==> config.mk <==
export PLATFORM = sky130hd
export DESIGN_NAME = mem_access_stage
export DESIGN_NICKNAME = d
export VERILOG_FILES = /design/src/rtl/mem_access_stage.sv
export SDC_FILE = /design/constraint.sdc
export NUM_CORES = 1
export LEC_CHECK = 0
export ABC_AREA = 1
export CAP_MARGIN = 20
export CORE_UTILIZATION = 25
export DETAILED_ROUTE_END_ITERATION = 10
export HOLD_SLACK_MARGIN = 0.02
export PLACE_DENSITY = 0.46
export RECOVER_POWER = 100
export SKIP_LAST_GASP = 1
export SLEW_MARGIN = 10
export SYNTH_ARGS = -nofsm -noshare
export SYNTH_HDL_FRONTEND = slang
export SYNTH_SLANG_ARGS = --single-unit
==> constraint.sdc <==
create_clock -name clk -period 4.2 [get_ports clk]
set_clock_uncertainty 0.15 [all_clocks]
set_input_delay 0.84 -clock clk [delete_from_list [all_inputs] [get_ports clk]]
set_output_delay 0.84 -clock clk [all_outputs]
set_load 0.05 [all_outputs]
==> src/rtl/mem_access_stage.sv <==
// Memory-access pipeline stage: forwards ALU results, performs word/byte loads
// and stores against a sync-write/comb-read memory, with two-cycle byte RMW.
module mem_access_stage #(
    parameter int DW = 16,
    parameter int AW = 8,
    parameter int RW = 3,
    parameter int CW = 16
) (
    input  logic          clk,
    input  logic          rst,
    input  logic          in_valid,
    output logic          in_ready,
    input  logic [2:0]    in_op,
    input  logic [AW-1:0] in_addr,
    input  logic [DW-1:0] in_data,
    input  logic [RW-1:0] in_rd,
    input  logic          flush,
    output logic          mem_wt_en,
    output logic [AW-1:0] mem_wt_addr,
    output logic [DW-1:0] mem_data_wt,
    output logic [AW-1:0] mem_rd_addr,
    input  logic [DW-1:0] mem_read_out,
    output logic          out_valid,
    input  logic          out_ready,
    output logic [RW-1:0] out_rd,
    output logic [DW-1:0] out_data,
    output logic          busy,
    output logic [CW-1:0] ld_cnt,
    output logic [CW-1:0] st_cnt
);

    typedef enum logic {IDLE, RMW_WR} state_e;
    typedef enum logic [2:0] {
        OP_NOP = 3'b000,
        OP_ALU = 3'b001,
        OP_LW  = 3'b010,
        OP_SW  = 3'b011,
        OP_SBL = 3'b100,
        OP_SBH = 3'b101,
        OP_LBL = 3'b110,
        OP_LBH = 3'b111
    } op_e;

    state_e        state_q, state_d;
    logic [AW-1:0] rmw_addr_q, rmw_addr_d;
    logic [DW-1:0] rmw_data_q, rmw_data_d;
    logic          out_valid_q, out_valid_d;
    logic [RW-1:0] out_rd_q, out_rd_d;
    logic [DW-1:0] out_data_q, out_data_d;
    logic [CW-1:0] ld_cnt_q, ld_cnt_d;
    logic [CW-1:0] st_cnt_q, st_cnt_d;

    op_e           op;
    logic          ready_c;
    logic          fire;
    logic          wt_en_c;
    logic          writes_back;
    logic [DW-1:0] load_word;

    assign op = op_e'(in_op);

    always_comb begin
        ready_c     = (state_q == IDLE) && (!out_valid_q || out_ready) && !flush;
        fire        = in_valid && ready_c;
        writes_back = (op == OP_ALU) || (op == OP_LW) || (op == OP_LBL) || (op == OP_LBH);

        state_d     = state_q;
        rmw_addr_d  = rmw_addr_q;
        rmw_data_d  = rmw_data_q;
        out_valid_d = out_valid_q;
        out_rd_d    = out_rd_q;
        out_data_d  = out_data_q;
        ld_cnt_d    = ld_cnt_q;
        st_cnt_d    = st_cnt_q;

        wt_en_c     = 1'b0;
        mem_wt_addr = in_addr;
        mem_rd_addr = in_addr;
        mem_data_wt = in_data;

        case (op)
            OP_LBL:  load_word = {{(DW-8){1'b0}}, mem_read_out[7:0]};
            OP_LBH:  load_word = {{(DW-8){1'b0}}, mem_read_out[15:8]};
            OP_ALU:  load_word = in_data;
            default: load_word = mem_read_out;
        endcase

        if (state_q == RMW_WR) begin
            mem_wt_addr = rmw_addr_q;
            mem_rd_addr = rmw_addr_q;
            mem_data_wt = rmw_data_q;
            wt_en_c     = !flush;
            state_d     = IDLE;
            if (!flush && st_cnt_q != '1)
                st_cnt_d = st_cnt_q + CW'(1);
        end else if (fire) begin
            case (op)
                OP_SW: begin
                    wt_en_c = 1'b1;
                    if (st_cnt_q != '1)
                        st_cnt_d = st_cnt_q + CW'(1);
                end
                OP_LW, OP_LBL, OP_LBH: begin
                    if (ld_cnt_q != '1)
                        ld_cnt_d = ld_cnt_q + CW'(1);
                end
                OP_SBL: begin
                    rmw_addr_d = in_addr;
                    rmw_data_d = {mem_read_out[DW-1:8], in_data[7:0]};
                    state_d    = RMW_WR;
                end
                OP_SBH: begin
                    rmw_addr_d = in_addr;
                    rmw_data_d = {in_data[7:0], mem_read_out[7:0]};
                    state_d    = RMW_WR;
                end
                default: ;
            endcase
        end

        // Flush wins over a new load; otherwise a drained entry clears unless refilled.
        if (flush) begin
            out_valid_d = 1'b0;
        end else if (fire && writes_back) begin
            out_valid_d = 1'b1;
            out_rd_d    = in_rd;
            out_data_d  = load_word;
        end else if (out_ready) begin
            out_valid_d = 1'b0;
        end
    end

    always_ff @(posedge clk or posedge rst) begin
        if (rst) begin
            state_q     <= IDLE;
            rmw_addr_q  <= '0;
            rmw_data_q  <= '0;
            out_valid_q <= 1'b0;
            out_rd_q    <= '0;
            out_data_q  <= '0;
            ld_cnt_q    <= '0;
            st_cnt_q    <= '0;
        end else begin
            state_q     <= state_d;
            rmw_addr_q  <= rmw_addr_d;
            rmw_data_q  <= rmw_data_d;
            out_valid_q <= out_valid_d;
            out_rd_q    <= out_rd_d;
            out_data_q  <= out_data_d;
            ld_cnt_q    <= ld_cnt_d;
            st_cnt_q    <= st_cnt_d;
        end
    end

    assign mem_wt_en = wt_en_c && !rst;
    assign in_ready  = ready_c;
    assign out_valid = out_valid_q;
    assign out_rd    = out_rd_q;
    assign out_data  = out_data_q;
    assign busy      = (state_q != IDLE);
    assign ld_cnt    = ld_cnt_q;
    assign st_cnt    = st_cnt_q;

endmodule
; ---- Word level (Yosys, flattened, before mapping)
; Index checks and enable logic that the tools add are counted.
[op_classes]
n_addsub = 2
n_eq_ne = 10
mux = 18
bitwise_logic = 2
reduce_logical = 25
[ops]
columns = op, n
row1 = 16-bit 2-to-1 mux, 6
row2 = 16-bit one-hot mux with 3 select lines, 1
row3 = "16-bit by 1-bit adder with 16-bit output, second input constant", 2
row4 = "16-bit inequality test, second input constant", 2
row5 = 16-bit one-hot mux with 2 select lines, 1
row6 = "3-bit == test, second input constant", 4
row7 = 1-bit 2-to-1 mux, 9
row8 = 8-bit 2-to-1 mux, 1
row9 = 4-bit AND reduction, 2
row10 = 2-bit nonzero test, 4
row11 = "3-bit by 2-bit == test with 1-bit output, second input constant", 2
row12 = 1-bit logical AND, 6
row13 = 3-bit AND reduction, 2
row14 = 1-bit logical OR, 4
row15 = "3-bit by 1-bit == test with 1-bit output, second input constant", 1
row16 = 1-bit logical NOT, 3
row17 = 3-bit nonzero test, 1
row18 = 3-bit OR reduction, 1
row19 = "2-bit by 1-bit inequality test with 1-bit output, second input constant", 1
row20 = 1-bit inverter, 2
row21 = 2-bit AND reduction, 1
row22 = 2-bit OR reduction, 1
[totals]
reg_bits = 77
output_inout_bits = 87
word_cells = 65

; ---- Logic depth before layout (Yosys ltp)
; Gate-level depths: netlist of the first run.
[depth]
ltp_word = 8
depth_mapped = 11

; ---- Worst setup path after synthesis of the first run
; OpenSTA, ideal clock, no wires.
[synth_timing]
path_type = register to output
from = register state_q (netlist: busy)
to = output mem_wt_addr[1]
arrival_time_ns = 2.486
slack_ns = 0.724
stages_incl_launch_ff = 5
path_buffers = 3
cell_sequence = dfrtp_1 -> buf_6 -> clkbuf_1 -> o21ai_0 -> buf_4
[synth_via]
elab_chain_cells = 1
[synth_rtl]
columns = item, line_no
row1 = from (decl), 44  ; state_e state_q, state_d;
row2 = from (signal assigned), 144  ; state_q <= state_d;
row3 = 8-bit 2-to-1 mux, n/a
row4 = to (decl), 19  ; output logic [AW-1:0] mem_wt_addr,
; No other way between the ends.

; ---- Final worst setup path of the first run
[layout_timing]
from = input out_ready
to = register rmw_data_q[12]
[layout_via]
elab_chain_cells = 5
[layout_rtl]
columns = item, line_no
row1 = from (decl), 24  ; input logic out_ready,
row2 = 1-bit logical OR, 63  ; ready_c = (state_q == IDLE) && (!out_valid_q || out_ready) && !flush;
row3 = 1-bit logical AND (2 in series), 63
row4 = 1-bit logical AND, 64  ; fire = in_valid && ready_c;
row5 = 3-bit AND reduction (no line), n/a
row6 = to (signal assigned), 146  ; rmw_data_q <= rmw_data_d;
row7 = to (decl), 46  ; logic [DW-1:0] rmw_data_q, rmw_data_d;
; No other way between the ends.
; A chain may end at the register's enable or synchronous reset.

==> results of run 1 <==
-- per-stage QoR --
stage	hold slack [ns]	setup slack, ns	instance area, um2	cells
finish	0.326	0.613	6250	980
global route	0.350	0.374	6250	979
CTS	0.332	0.677	6310	976
detailed placement	0.315	0.677	5990	960
global placement	0.314	0.678	5990	960
floorplan	0.299	0.724	4470	623
-- registers in the layout, indices dropped and copies added (netlist names) --
name,cells
rmw_data_q,16
rmw_addr_q,8
out_valid,1
st_cnt,16
busy,1
out_rd,3
ld_cnt,16
out_data,16
-- metal layers --
| metal | track usage, % | part of all wire [%] | vias up |
|---|---|---|---|
| li1 | - | - | 2224 |
| met1 | 21.8 | 46 | 2060 |
| met2 | 24.8 | 46 | 113 |
| met3 | 3.74 | 5.4 | 18 |
| met4 | 7.18 | 2.0 | 2 |
| met5 | 0 | 0.093 | - |
-- power by group through the flow --
| stage | combinational (mW) | sequential [mW] | clock [mW] |
|---|---|---|---|
| 3_5_place_dp | 0.868 | 0.974 | 0 |
| 4_1_cts | 0.872 | 0.964 | 0.850 |
| 2_1_floorplan | 0.313 | 1.21 | 0 |
| 6_report | 0.821 | 0.961 | 0.824 |
| 3_3_place_gp | 0.865 | 0.973 | 0 |
| 5_1_grt | 0.883 | 0.981 | 0.885 |
-- layout by cell type (no fill, tap or decap), types with 5 or more instances in the layout --
| master | instances |
|---|---|
| clkbuf_16 | 9 |
| dfrtp_1 | 77 |
| inv_1 | 40 |
| nand4_1 | 6 |
| o211ai_1 | 8 |
| nand3_1 | 43 |
| dlygate4sd3_1 | 90 |
| o21ai_0 | 40 |
| nand2_1 | 275 |
| xnor2_1 | 18 |
| a22oi_1 | 8 |
| clkdlybuf4s50_1 | 46 |
| xor2_1 | 5 |
| nor2_1 | 38 |
| a21oi_1 | 16 |
-- layout make-up --
type | count | area [um2] | share of cell area (%)
sequential | 77 | 1930 | 30.8
timing repair buffer | 143 | 1400 | 22.4
clock inverter | 3 | 42.5 | 0.680
tap | 225 | 282 | 4.50
antenna | 4 | 10.0 | 0.160
multi-input combinational | 471 | 2150 | 34.4
inverter | 44 | 166 | 2.66
clock buffer | 13 | 270 | 4.32
-- cells by family (layout without fill, tap and decap cells) --
group,count (synthesis),count (layout)
other,0,4
xor gates and xnor gates,23,23
DFF,77,77
and+or+nand+nor,371,371
buffers and inverters,75,203
adders and majority gates,2,2
AOI/OAI and AO/OA,75,75
-- path summary, 6_finish.rpt --
| path | from | end | slack (ns) | cells after the start |
|---|---|---|---|---|
| setup reg to reg | busy | rmw_data_q[12] | 0.90 | 7 |
| hold reg to reg | out_data[7] | out_data[7] | 0.33 | 2 |
| hold / removal | out_data[7] | out_data[7] | 0.33 | 2 |
| max in group asynchronous | rst | out_data[4] | 0.96 | 3 |
| setup / recovery | out_ready | rmw_data_q[12] | 0.61 | 9 |
| min in group asynchronous | rst | st_cnt[14] | 1.19 | 2 |
-- tightest hold or removal path: stages (launching register included) --
cell and delay [ns]:
dfrtp_1 0.34, nand2_1 0.05, nand2_1 0.05
==> results.cfg, run 1 <==
[final_layout]
fillers = 1817
area_delta_synth_final_pct = 39.9
drive_above_1_share_pct = 4.53
nets = 799
final_util_pct = 36.0

[power]
p_total_mw = 2.61
pwr-share-clk_pct = 31.6
combPwrFrac_pct = 31.5
powerDensity_nw_per_um2 = 417
seq_power_share_pct = 36.9
switching_power_mw = 0.973
leakage_nw = 3.04
max-vdd-ir-drop_mv = 0.330
swShare_pct = 37.3
p_int_mw = 1.63

[yosys]
async_flop_share_pct = 100
synth_most_common_cell = nand2_1
synth-edff-count = 0
yosys.area_share.simple_pct = 34.5
syn_area_um2 = 4470
synth_compound_area_share_pct = 9.49
yosys-top-cells-count = 273 x nand2_1, 77 x dfrtp_1, 41 x nand3_1
synth_largest_area_cell = dfrtp_1
ys_ff_latch = 77
seq_area_frac_synth_pct = 43.1
synth_xor_area_share_pct = 4.50
syn_nets = 676
synth_cell_types = 27
synthMuxAreaShare_pct = 0
syn_area_per_cell_um2 = 7.18
synth_top_family_by_area = simple AND/OR/NAND/NOR gates
synth_ff_type = dfrtp_1
synth_adder_area_share_pct = 0.560
synth_area_leaders = dfrtp_1 43%, nand2_1 23%, nand3_1 4.6%
yosysWarningCount = 0
synth.top_cell.area_share_pct = 43.1
syn-instance-count = 623

[detailed_routing]
drc = 0
dr.first_iter.drc_count = 216
drt_pass1_iterations = 4
drtAntennaViolNets = 0
wl_per_cell_um = 14.3
wl_um = 14000
via_per_inst = 4.51
vias = 4417

[timing]
hold_viol_final = 0
rsz0062_at_grt = no
period_minus_slack_ns = 3.59
max_freq_mhz = 279
setup_viol = 0
slew_viol_final = 35
finalSetupTns_ns = 0
slew_headroom_pct = -4.08
worst_slew_pin_slew_ns = 1.55
fin_crit_sh_pct = 85.4

[clocking]
clock-root-buffer = clkbuf_16
numCtsBuffers = 9
holdBufCountCts = 0
cts_max_level = 3
post_cts_resized = 0
clk_path_buf_depth = 2
cts_tree = done
clk_pin_slew_ns = 0.06
clkLatencyLatePin_ns = 0.34
cts_setup_buffers = 0
clkSinkCount = 77

[placed_design]
portBuffers = 137
hpwlAfterDp_um = 10400
gp_congestion = 0.867

[worst_setup_path]
slowest_delay_ns = 0.94
crit_path_cell_trace = dlygate4sd3_1 -> inv_1 -> nand2_1 -> nand3_1 -> nor2_4 -> nand3_1 -> inv_2 -> nand2_1 -> nand2_1
crit_family = simple AND/OR/NAND/NOR gates
cpMaxStageDelayCell = nand3_1
critPathLaunchType = input pin
crit_buf_inv = 3
arrival_ns = 3.72
cp.required_ns = 4.33
path_class = in -> reg
worst-path-max-fanout = 33
critical_path.most_common_cell = nand2_1
crit_path_end_kind = register

[global_route]
grt_util_all_layers_pct = 16.3
grt_max_degree = 45
grt_pass1_wl_um = 22900
antenna_found_initial = 5
gr-total-overflow = 0
grt_pass1_vias = 4168

[die]
die_area_um2 = 18400
io_pins = 138
die_h_um = 136
rows = 48
die_x_um = 136
start_util_pct = 25.8
coreArea_um2 = 17400

[hold_path]
hold_class = reg -> reg

[flow_run]
maxCapViolations = 1

[status]
violations = max-capacitance violations, max-slew violations
status = finished with violations
Power figures use the tool's default switching activity.
==> inputs of run 2 (changes only) <==
--- a/config.mk
+++ b/config.mk
@@ -7,10 +7,12 @@
 export LEC_CHECK = 0
 export ABC_AREA = 1
 export CAP_MARGIN = 20
+export CELL_PAD_IN_SITES_DETAIL_PLACEMENT = 2
+export CELL_PAD_IN_SITES_GLOBAL_PLACEMENT = 2
 export CORE_UTILIZATION = 25
 export DETAILED_ROUTE_END_ITERATION = 10
 export HOLD_SLACK_MARGIN = 0.02
-export PLACE_DENSITY = 0.46
+export PLACE_DENSITY = 0.77
 export RECOVER_POWER = 100
 export SKIP_LAST_GASP = 1
 export SLEW_MARGIN = 10
==> run 2 against run 1 <==
Effect of this change:
- the run still ends with max-capacitance violations, max-slew violations left
- cell count decreased by 0.41%
- wire length increased by 19%
- die area unchanged
- maximum frequency decreased by 0.54%
- worst hold slack improved by 0.0050 ns
- largest cell class unchanged
- largest power group unchanged
- highest routed layer is now met4
==> results.cfg, run 2 (synthesis results as in run 1) <==
[final_layout]
nets = 801
multi_input_area_um2 = 2160
diodes = 0
drive_above_1_share_pct = 3.99
layout_common_cells = 275 x nand2_1, 87 x dlygate4sd3_1, 77 x dfrtp_1
final_util_pct = 35.8
area_delta_synth_final_pct = 39.1
fin_cells = 976
fillers = 2040
final_common_cell = nand2_1
register_area_um2 = 1930

[placed_design]
gp_congestion = 0.814
dp_slack_ns = 0.629
hpwlAfterDp_um = 12500
dpl.cell_count = 962
portBuffers = 137

[global_route]
grt_pass1_vias = 5199
grt_util_all_layers_pct = 19.2
antenna_found_initial = 0
grt_max_degree = 41
gr-total-overflow = 0
grt_pass1_wl_um = 27400

[clocking]
post_cts_resized = 0
clk_pin_slew_ns = 0.06
clkSinkCount = 77
cts_setup_buffers = 0
numCtsBuffers = 9
holdBufCountCts = 0
clk_path_buf_depth = 2
clkLatencyLatePin_ns = 0.34
cts_tree = done
clock-root-buffer = clkbuf_16
cts_max_level = 3

[detailed_routing]
drt_pass1_iterations = 6
drtAntennaViolNets = 0
wl_per_cell_um = 17.1
drc = 0
wl_um = 16700
dr.first_iter.drc_count = 116
vias = 4627
via_per_inst = 4.74

[worst_setup_path]
path_class = in -> out
ff2ff_setup_slack_ns = 0.78
crit_path_cell_trace = clkdlybuf4s50_1 -> inv_1 -> o21ai_0 -> dlygate4sd3_1
arrival_ns = 2.62
slowest_delay_ns = 0.92
critPathLaunchType = input pin
cp.required_ns = 3.21
crit_path_end_kind = primary output
cpMaxStageDelayCell = dlygate4sd3_1
worst-path-max-fanout = 3

[die]
die_area_um2 = 18400
rows = 48
start_util_pct = 25.8
io_pins = 138
die_h_um = 136
coreArea_um2 = 17400
die_x_um = 136

[hold_path]
hold_class = reg -> reg

[timing]
slew_headroom_pct = -28.9
finalSetupTns_ns = 0
max_freq_mhz = 277
slew_viol_final = 41
hold_viol_final = 0
rsz0062_at_grt = no
fin_crit_sh_pct = 85.9
setup_viol = 0
period_minus_slack_ns = 3.61
setup_slack_ns = 0.593
worst_slew_pin_slew_ns = 1.92

[power]
powerDensity_nw_per_um2 = 409
leakage_nw = 3.02
max-vdd-ir-drop_mv = 0.266
p_total_mw = 2.55

[status]
status = finished with violations
violations = max-capacitance violations, max-slew violations

[flow_run]
maxCapViolations = 1
-- run 2: worst max-delay path, delay by kind of cell --
family | cells | cell delay, ns
buffers and inverters | 3 | 1.53
AO/OA/AOI/OAI | 1 | 0.24
-- run 2: per-layer routing --
layer / track usage [%] / wire [um] / vias to the layer above
met5: 0 / 0 / -
met4: 5.99 / 269 / 0
li1: - / - / 2214
met2: 33.4 / 8290 / 89
met1: 23.5 / 7330 / 2307
met3: 4.08 / 763 / 17
-- run 2: final timing paths --
kind / start / end / cells after the start
max: in_data[6] / mem_data_wt[6] / 4
min: out_data[6] / out_data[6] / 2
max in group asynchronous: rst / out_data[1] / 3
max reg2reg: busy / st_cnt[1] / 8
min in group asynchronous: rst / st_cnt[1] / 2
min reg2reg: out_data[6] / out_data[6] / 2
-- run 2: cell type report --
class / instances / area share, %
clock buffer: 13 / 4.18
clock inverter: 1 / 0.121
inverter: 44 / 2.67
multi-input combinational: 471 / 34.7
sequential: 77 / 31.0
tap: 225 / 4.53
timing repair buffer: 145 / 22.8
-- run 2: metrics by stage --
step | hold slack [ns] | area [um2]
finish | 0.331 | 6220
CTS | 0.341 | 6260
floorplan | 0.299 | 4470
detailed placement | 0.321 | 6000
global placement | 0.314 | 6000
global route | 0.362 | 6220
-- run 2: power breakdown --
part | total (mW) | switching (mW) | leakage [nW] | internal, mW
sequential | 0.969 | 0.104 | 0.997 | 0.866
clock | 0.735 | 0.308 | 0.128 | 0.427
combinational | 0.843 | 0.581 | 1.90 | 0.262
